### src/rtl/led_pkg.sv
// Shared definitions for the LED flash driver: state encoding, default
// half-period lengths and counter sizing helpers.
package led_pkg;

  localparam int unsigned HALF_SLOW_DEF = 12_500_000;
  localparam int unsigned HALF_FAST_DEF = 2_500_000;
  localparam int unsigned TIMES_W       = 6;

  typedef enum logic [2:0] {
    IDLE     = 3'd0,
    ON       = 3'd1,
    OFF      = 3'd2,
    DONE     = 3'd3,
    WAIT_REL = 3'd4
  } led_state_t;

  function automatic int unsigned max_u(input int unsigned a, input int unsigned b);
    return (a > b) ? a : b;
  endfunction

  // Width of a counter running 0..n-1; never less than one bit.
  function automatic int unsigned cnt_width(input int unsigned n);
    return (n <= 1) ? 1 : $clog2(n);
  endfunction

  // Width able to hold the value n itself.
  function automatic int unsigned len_width(input int unsigned n);
    return (n <= 1) ? 1 : $clog2(n + 1);
  endfunction

endpackage

### src/rtl/flash_tick_gen.sv
// Phase counter: counts 0..half_len-1 while run is high and flags the
// terminal count on tick, wrapping back to zero on that same edge.
module flash_tick_gen #(
  parameter int unsigned CNT_W = 2,
  parameter int unsigned LEN_W = 3
) (
  input  logic             clk,
  input  logic             rst,
  input  logic             clr,
  input  logic             run,
  input  logic [LEN_W-1:0] half_len,
  output logic             tick
);

  logic [CNT_W-1:0] cnt;
  logic [CNT_W-1:0] term;

  assign term = CNT_W'(half_len - LEN_W'(1));
  assign tick = run && (cnt == term);

  always_ff @(posedge clk) begin
    if (rst || clr) begin
      cnt <= '0;
    end else if (run) begin
      cnt <= tick ? '0 : cnt + CNT_W'(1);
    end
  end

endmodule

### src/rtl/led_flash_drv.sv
// Blinks an LED a latched number of times at a latched rate, then pulses
// flash_done and waits for the request to be released.
module led_flash_drv
  import led_pkg::*;
#(
  parameter int unsigned HALF_SLOW = HALF_SLOW_DEF,
  parameter int unsigned HALF_FAST = HALF_FAST_DEF
) (
  input  logic               clk,
  input  logic               rst,
  input  logic               en,
  input  logic               mode,
  input  logic [TIMES_W-1:0] times,
  output logic               led,
  output logic               flash_done,
  output logic               busy
);

  localparam int unsigned HALF_MAX = max_u(HALF_SLOW, HALF_FAST);
  localparam int unsigned CNT_W    = cnt_width(HALF_MAX);
  localparam int unsigned LEN_W    = len_width(HALF_MAX);

  led_state_t         state;
  logic [TIMES_W-1:0] tgt;
  logic [TIMES_W-1:0] flash_cnt;
  logic [TIMES_W-1:0] flash_cnt_inc;
  logic               mode_q;
  logic [LEN_W-1:0]   half_len;
  logic               tick;
  logic               run;
  logic               clr;

  assign half_len      = mode_q ? LEN_W'(HALF_FAST) : LEN_W'(HALF_SLOW);
  assign run           = (state == ON) || (state == OFF);
  assign clr           = !run;
  assign flash_cnt_inc = flash_cnt + TIMES_W'(1);

  flash_tick_gen #(
    .CNT_W (CNT_W),
    .LEN_W (LEN_W)
  ) u_tick (
    .clk      (clk),
    .rst      (rst),
    .clr      (clr),
    .run      (run),
    .half_len (half_len),
    .tick     (tick)
  );

  // Outputs are driven for the state being entered, so they line up with it.
  always_ff @(posedge clk) begin
    if (rst) begin
      state      <= IDLE;
      led        <= 1'b0;
      flash_done <= 1'b0;
      busy       <= 1'b0;
      flash_cnt  <= '0;
      tgt        <= '0;
      mode_q     <= 1'b0;
    end else begin
      led        <= 1'b0;
      flash_done <= 1'b0;
      busy       <= 1'b0;
      case (state)
        IDLE: begin
          if (en) begin
            tgt       <= times;
            mode_q    <= mode;
            flash_cnt <= '0;
            busy      <= 1'b1;
            if (times != '0) begin
              state <= ON;
              led   <= 1'b1;
            end else begin
              state      <= DONE;
              flash_done <= 1'b1;
            end
          end
        end
        ON: begin
          if (!en) begin
            state <= IDLE;
          end else if (tick) begin
            state <= OFF;
            busy  <= 1'b1;
          end else begin
            led  <= 1'b1;
            busy <= 1'b1;
          end
        end
        OFF: begin
          if (!en) begin
            state <= IDLE;
          end else begin
            busy <= 1'b1;
            if (tick) begin
              flash_cnt <= flash_cnt_inc;
              if (flash_cnt_inc == tgt) begin
                state      <= DONE;
                flash_done <= 1'b1;
              end else begin
                state <= ON;
                led   <= 1'b1;
              end
            end
          end
        end
        DONE: begin
          state <= WAIT_REL;
        end
        WAIT_REL: begin
          if (!en) begin
            state <= IDLE;
          end
        end
        default: begin
          state <= IDLE;
        end
      endcase
    end
  end

endmodule

### config.mk
export PLATFORM = sky130hd
export DESIGN_NAME = led_flash_drv
export DESIGN_NICKNAME = d
export VERILOG_FILES = /design/src/rtl/led_pkg.sv /design/src/rtl/flash_tick_gen.sv /design/src/rtl/led_flash_drv.sv
export SDC_FILE = /design/constraint.sdc
export NUM_CORES = 1
export LEC_CHECK = 0
export CORE_MARGIN = 1
export CORE_UTILIZATION = 53
export DETAILED_ROUTE_END_ITERATION = 8
export PLACE_DENSITY = 0.87
export SLEW_MARGIN = 30
export SYNTH_ARGS = -nofsm -noshare
export SYNTH_HDL_FRONTEND = slang
export SYNTH_SLANG_ARGS = --single-unit
### constraint.sdc
create_clock -name clk -period 2.2 [get_ports clk]
set_input_delay 0.44 -clock clk [delete_from_list [all_inputs] [get_ports clk]]
set_output_delay 0.44 -clock clk [all_outputs]
set_load 0.01 [all_outputs]
-- Yosys cells after proc, flatten, opt, wreduce, memory -nomap -nowiden
Cells that the tools add are included.
- register bits after elaboration: 43
- word-level logic and storage cells: 66
- output and inout bits: 3
- add/sub/neg operators: 3
- bitwise gates (word level): 1
- muxes and demuxes: 30
- equality and inequality tests: 12
- reduce and logical (&&, ||, !) cells: 12
- operators with widths (cell ; count):
    $mux W24 ; 2
    $add A24 B1 Y24 const B ; 1
    $eq A24 B24 Y1 ; 1
    $sub A24 B1 Y24 const B ; 1
    $mux W3 ; 6
    $mux W6 ; 3
    $pmux W3 S5 ; 1
    $mux W1 ; 13
    $pmux W6 S2 ; 1
    $reduce_and A4 Y1 ; 2
    $add A6 B1 Y6 const B ; 1
    $eq A3 B2 Y1 const B ; 2
    $eq A6 B6 Y1 ; 1
    $ne A2 B2 Y1 const B ; 3
    $ne A3 B2 Y1 const B ; 2
    $reduce_bool A6 Y1 ; 1
    $mux W2 ; 2
    $eq A3 B1 Y1 const B ; 1
    $eq A3 B3 Y1 const B ; 1
    $logic_not A3 Y1 ; 1
    $pmux W1 S3 ; 1
    $reduce_or A3 Y1 ; 1
    $logic_or A1 B1 Y1 ; 2
    $ne A2 B1 Y1 const B ; 1
    7 further kinds ; 7

-- Depth between registers and ports, before layout
- word-level depth: 7
- gate-level depth with buffers: 9

-- Hierarchy
From an unflattened synthesis, not the netlist that was laid out.
- cell total of the unflattened synthesis: 391
- area total of the unflattened synthesis: 3164.3 µm²
- by module, submodules not included (module ; area an instance (µm²) ; cells each ; instances):
    flash_tick_gen ; 2138.3 ; 266 ; 1
    led_flash_drv ; 1026.0 ; 125 ; 1

-- Least setup slack after synthesis
OpenSTA, ideal clock, no wires.
- path kind: register to register
- start: reg u_tick.cnt[0]
- end: reg flash_cnt[4]
- setup time: 0.071 ns
- cell stages (with the launch flop): 9
- setup slack: 0.071 ns
- buffers on the path: 1
- period minus slack after synthesis: 2.129 ns
- arrival time: 2.058 ns
- cell sequence: dfxtp_1 > ha_1 > and3_1 > buf_2 > nand3_2 > nor4_4 > o21bai_2 > or4_1 > a21oi_1
- cells in the longest elaborated chain, start to end: 4
- ends and longest elaborated chain (item ; RTL line ; RTL):
    from (decl) ; flash_tick_gen.sv:15 ; logic [CNT_W-1:0] cnt;
    from (signal assigned) ; flash_tick_gen.sv:25 ; cnt <= tick ? '0 : cnt + CNT_W'(1);
    $eq A24 B24 Y1 ; flash_tick_gen.sv:19 ; assign tick = run && (cnt == term);
    $logic_and A1 B1 Y1 ; flash_tick_gen.sv:19 ;
    $ne A2 B1 Y1 (no source line) ; n/a ;
    $reduce_and A4 Y1 (no source line) ; n/a ;
    to (signal assigned) ; led_flash_drv.sv:97 ; flash_cnt <= flash_cnt_inc;
    to (decl) ; led_flash_drv.sv:25 ; logic [TIMES_W-1:0] flash_cnt;
Every way passes these cells.
A chain may end at the register's enable or synchronous reset.

-- Worst setup path after layout
- start: reg u_tick.cnt[6]
- end: reg flash_cnt[4]
The elaborated chain is that of the path after synthesis.

==> results.toml <==
[run_status]
status = "completed"

[cells_and_area]
nNetsFinal = 286
multiInputGateArea_mm2 = 0.00122
drive_gt1_share_pct = 8.73
design_area_mm2 = 0.00247
ff_latch_area_um2 = 861
post-route-util_pct = 65.6
antennaDiodeCount = 0
n_fill_cell = 293
syn2layout_area_growth_pct = 15.6

[clock_network]
htreeDepth = 2
root_buffer = "clkbuf_8"
worstSkewPairLatency_ns = 0.30
cts.clk_slew.worst_paths_ns = 0.08
cts_hold_buf = 0
clockBufferDepth = 2
clock_sinks = 43
cts_buffers = 5
tritoncts = "yes"

[power]
pwr_density_cell_mw_per_mm2 = 627
clkPwrFrac_pct = 41.1
switching_share_pct = 21.9
switching_power_mw = 0.339
total_power_mw = 1.55
p_comb_share_pct = 7.2
power.leakage_nw = 0.911
max-vdd-ir-drop_uv = 332
p_int_mw = 1.21
power_frac_seq_pct = 51.7

[worst_hold_path]
hp-class = "reg -> reg"
whs_endpoint = "u_tick.cnt[0]"
hp-start = "u_tick.cnt[0]"
holdPathStages = 1

[yosys]
yosysTopAreaCell = "dfxtp_1"
synth.area.top_cells = "dfxtp_1 (40%), nor2_1 (7.5%), xor2_1 (6.5%), xnor2_1 (5.7%), nand3_1 (3.5%)"
synth_edf_count = 0
ys.flop_type = "dfxtp_1"
netlist.area_leader.share_pct = 40.2
yosysWarnings = 0
ys_seq_elements = 43
synth_cells = 257
synth_area_mm2 = 0.00214
synth.avg_cell_area_um2 = 8.33
yosys.cell_types.count = 44
async_reset_ff_share_pct = 0
syn_nets = 269
synth_common_cells = "dfxtp_1 (43), nor2_1 (43), nand2_1 (18), xor2_1 (16), nand3_1 (15)"
ys_seq_area_share_pct = 40.2

[detailed_routing]
vias_per_cell = 5.62
antenna_left = 0
drtIter0Drc = 89
drtPass1Iterations = 4
route.detailed.drc = 0
routed_wl_um = 4420
route.detailed.wl_per_inst_um = 13.7
vias = 1816

[floorplan]
initial_core_util_pct = 56.7
core_area_mm2 = 0.00377
ioPinCount = 13
die_h_um = 65.5
rows = 22
die_w_um = 65.5
die_area_mm2 = 0.00429

[place]
port_buffers = 12
place_area_mm2 = 0.00234
place_hpwl_um = 3140
place.gp.congestion = 0.898

[setup_path]
worstPathRequired_ns = 2.44
crit_chain = "nor4b_1, nand4_1, nor4_4, o21bai_2, or4_1, a21oi_1"
rr_endpoint = "flash_cnt[4]"
worstSetupStartpointType = "register"
end_kind = "register"
worstSetupPathType = "reg -> reg"
arrival_ns = 2.32
ff2ff_setup_slack_ns = 0.12
slowest_delay_ns = 0.51
cp_slowest_cell = "or4_1"
r2r_cells = 6
rr_startpoint = "u_tick.cnt[6]"
cp_max_fo = 5

[sta]
tns_ns = 0
worstMarginPinSlew_ns = 0.388
clock_skew_ns = 0.00641
min_period_over_period_pct = 94.6
rsz0062_at_grt = "false"
min_period_ns = 2.08
drv_slew = 0
hold_violations = 0
fmax_mhz = 481
setup_viol = 0
max_slew_margin_pct = 73.4

[grt]
grt_antenna_before_repair = 0
grt_usage_pct = 22.7
overflow = 0
grt_pass1_vias = 1583
grt_pass1_wl_um = 7290
grt_max_degree = 24

[run]
timing.max_cap.violations = 0
[cells in the final DEF (no fill, tap or decap), types with 2 or more instances in the layout]
cell,synthesis,layout
a21o_1,3,3
nor2b_1,3,3
or3_1,2,2
and2_1,2,2
nor4_1,2,2
clkbuf_8,0,6
nand2_1,18,18
xnor2_1,14,14
or4_1,2,2
nor3_1,4,4
a21oi_1,12,12
inv_1,7,7
ha_1,2,2
nand4_1,10,10
dfxtp_1,43,43
clkdlybuf4s50_1,0,12
mux2i_1,3,3
o21ai_0,13,13
nand3_1,15,15
nor4bb_1,3,2
xor2_1,16,16
and3_1,6,6
a31oi_1,3,3
nor2_1,43,43
buf_4,0,9
[metal layers]
layer  share of wire, %  global-route usage, %
met1                 47                   30.1
met2                 46                   33.6
met3                4.7                   6.25
met4                2.2                   11.1
met5                  0                      0
[final cells by class]
cell class	count	share of cell area (%)
Tap cell	48	2.43
Clock inverter	2	1.42
Sequential cell	43	34.8
Timing Repair Buffer	21	7.59
Clock buffer	6	3.34
Inverter	7	1.06
Multi-Input combinational cell	196	49.3
[how the worst max path moves through the flow]
stage,cells after the start,slack [ns],end,from
2_1_floorplan,8,0.07,flash_cnt[4],u_tick.cnt[0]
3_3_place_gp,6,0.21,flash_cnt[4],u_tick.cnt[6]
4_1_cts,6,0.12,flash_cnt[4],u_tick.cnt[6]
6_report,6,0.12,flash_cnt[4],u_tick.cnt[6]
3_5_place_dp,6,0.15,flash_cnt[4],u_tick.cnt[6]
5_1_grt,6,0.01,flash_cnt[4],u_tick.cnt[6]
[sequential cells by signal (all words and copies together) (netlist names)]
register,flops
busy,1
flash_cnt,6
flash_done,1
led,1
mode_q,1
state,3
tgt,6
u_tick.cnt,24
[kinds of logic (layout without fill, tap and decap cells)]
kind of cell	count (synthesis)	in the layout	share of synthesized area, %
compound gates	40	40	11.5
mux	3	3	1.40
fa+ha+maj	2	2	1.17
flops	43	43	40.2
buf+inv	18	36	3.33
simple gates	120	120	29.3
xor+xnor	31	31	13.0
[critical path: cells and delay by family (launching register included)]
kind | cells | cell delay [ns]
and+or+nand+nor | 4 | 1.40
DFF | 1 | 0.34
AOI/OAI and AO/OA | 2 | 0.28
[per-stage QoR]
stage | std cells | hold slack (ns) | setup slack [ns]
2_1_floorplan | 257 | 0.430 | 0.0712
3_3_place_gp | 315 | 0.444 | 0.210
3_5_place_dp | 315 | 0.455 | 0.148
4_1_cts | 323 | 0.474 | 0.120
5_1_grt | 323 | 0.516 | 0.0124
6_report | 323 | 0.476 | 0.119
[what timing repair did]
item | in CTS | in global routing
endpoints found under the setup margin | 0 | 3
gates resized for setup | 0 | 2
setup buffers | 0 | 0
[power groups by stage]
stage | combinational [mW] | sequential (mW) | clock (mW)
after detailed placement | 0.111 | 0.819 | 0
after global routing | 0.123 | 0.802 | 0.671
after floorplan | 0.0644 | 0.819 | 0
after global placement | 0.109 | 0.818 | 0
after CTS | 0.112 | 0.800 | 0.650
final | 0.111 | 0.801 | 0.637
No activity file was read; power rests on OpenSTA's default activity.
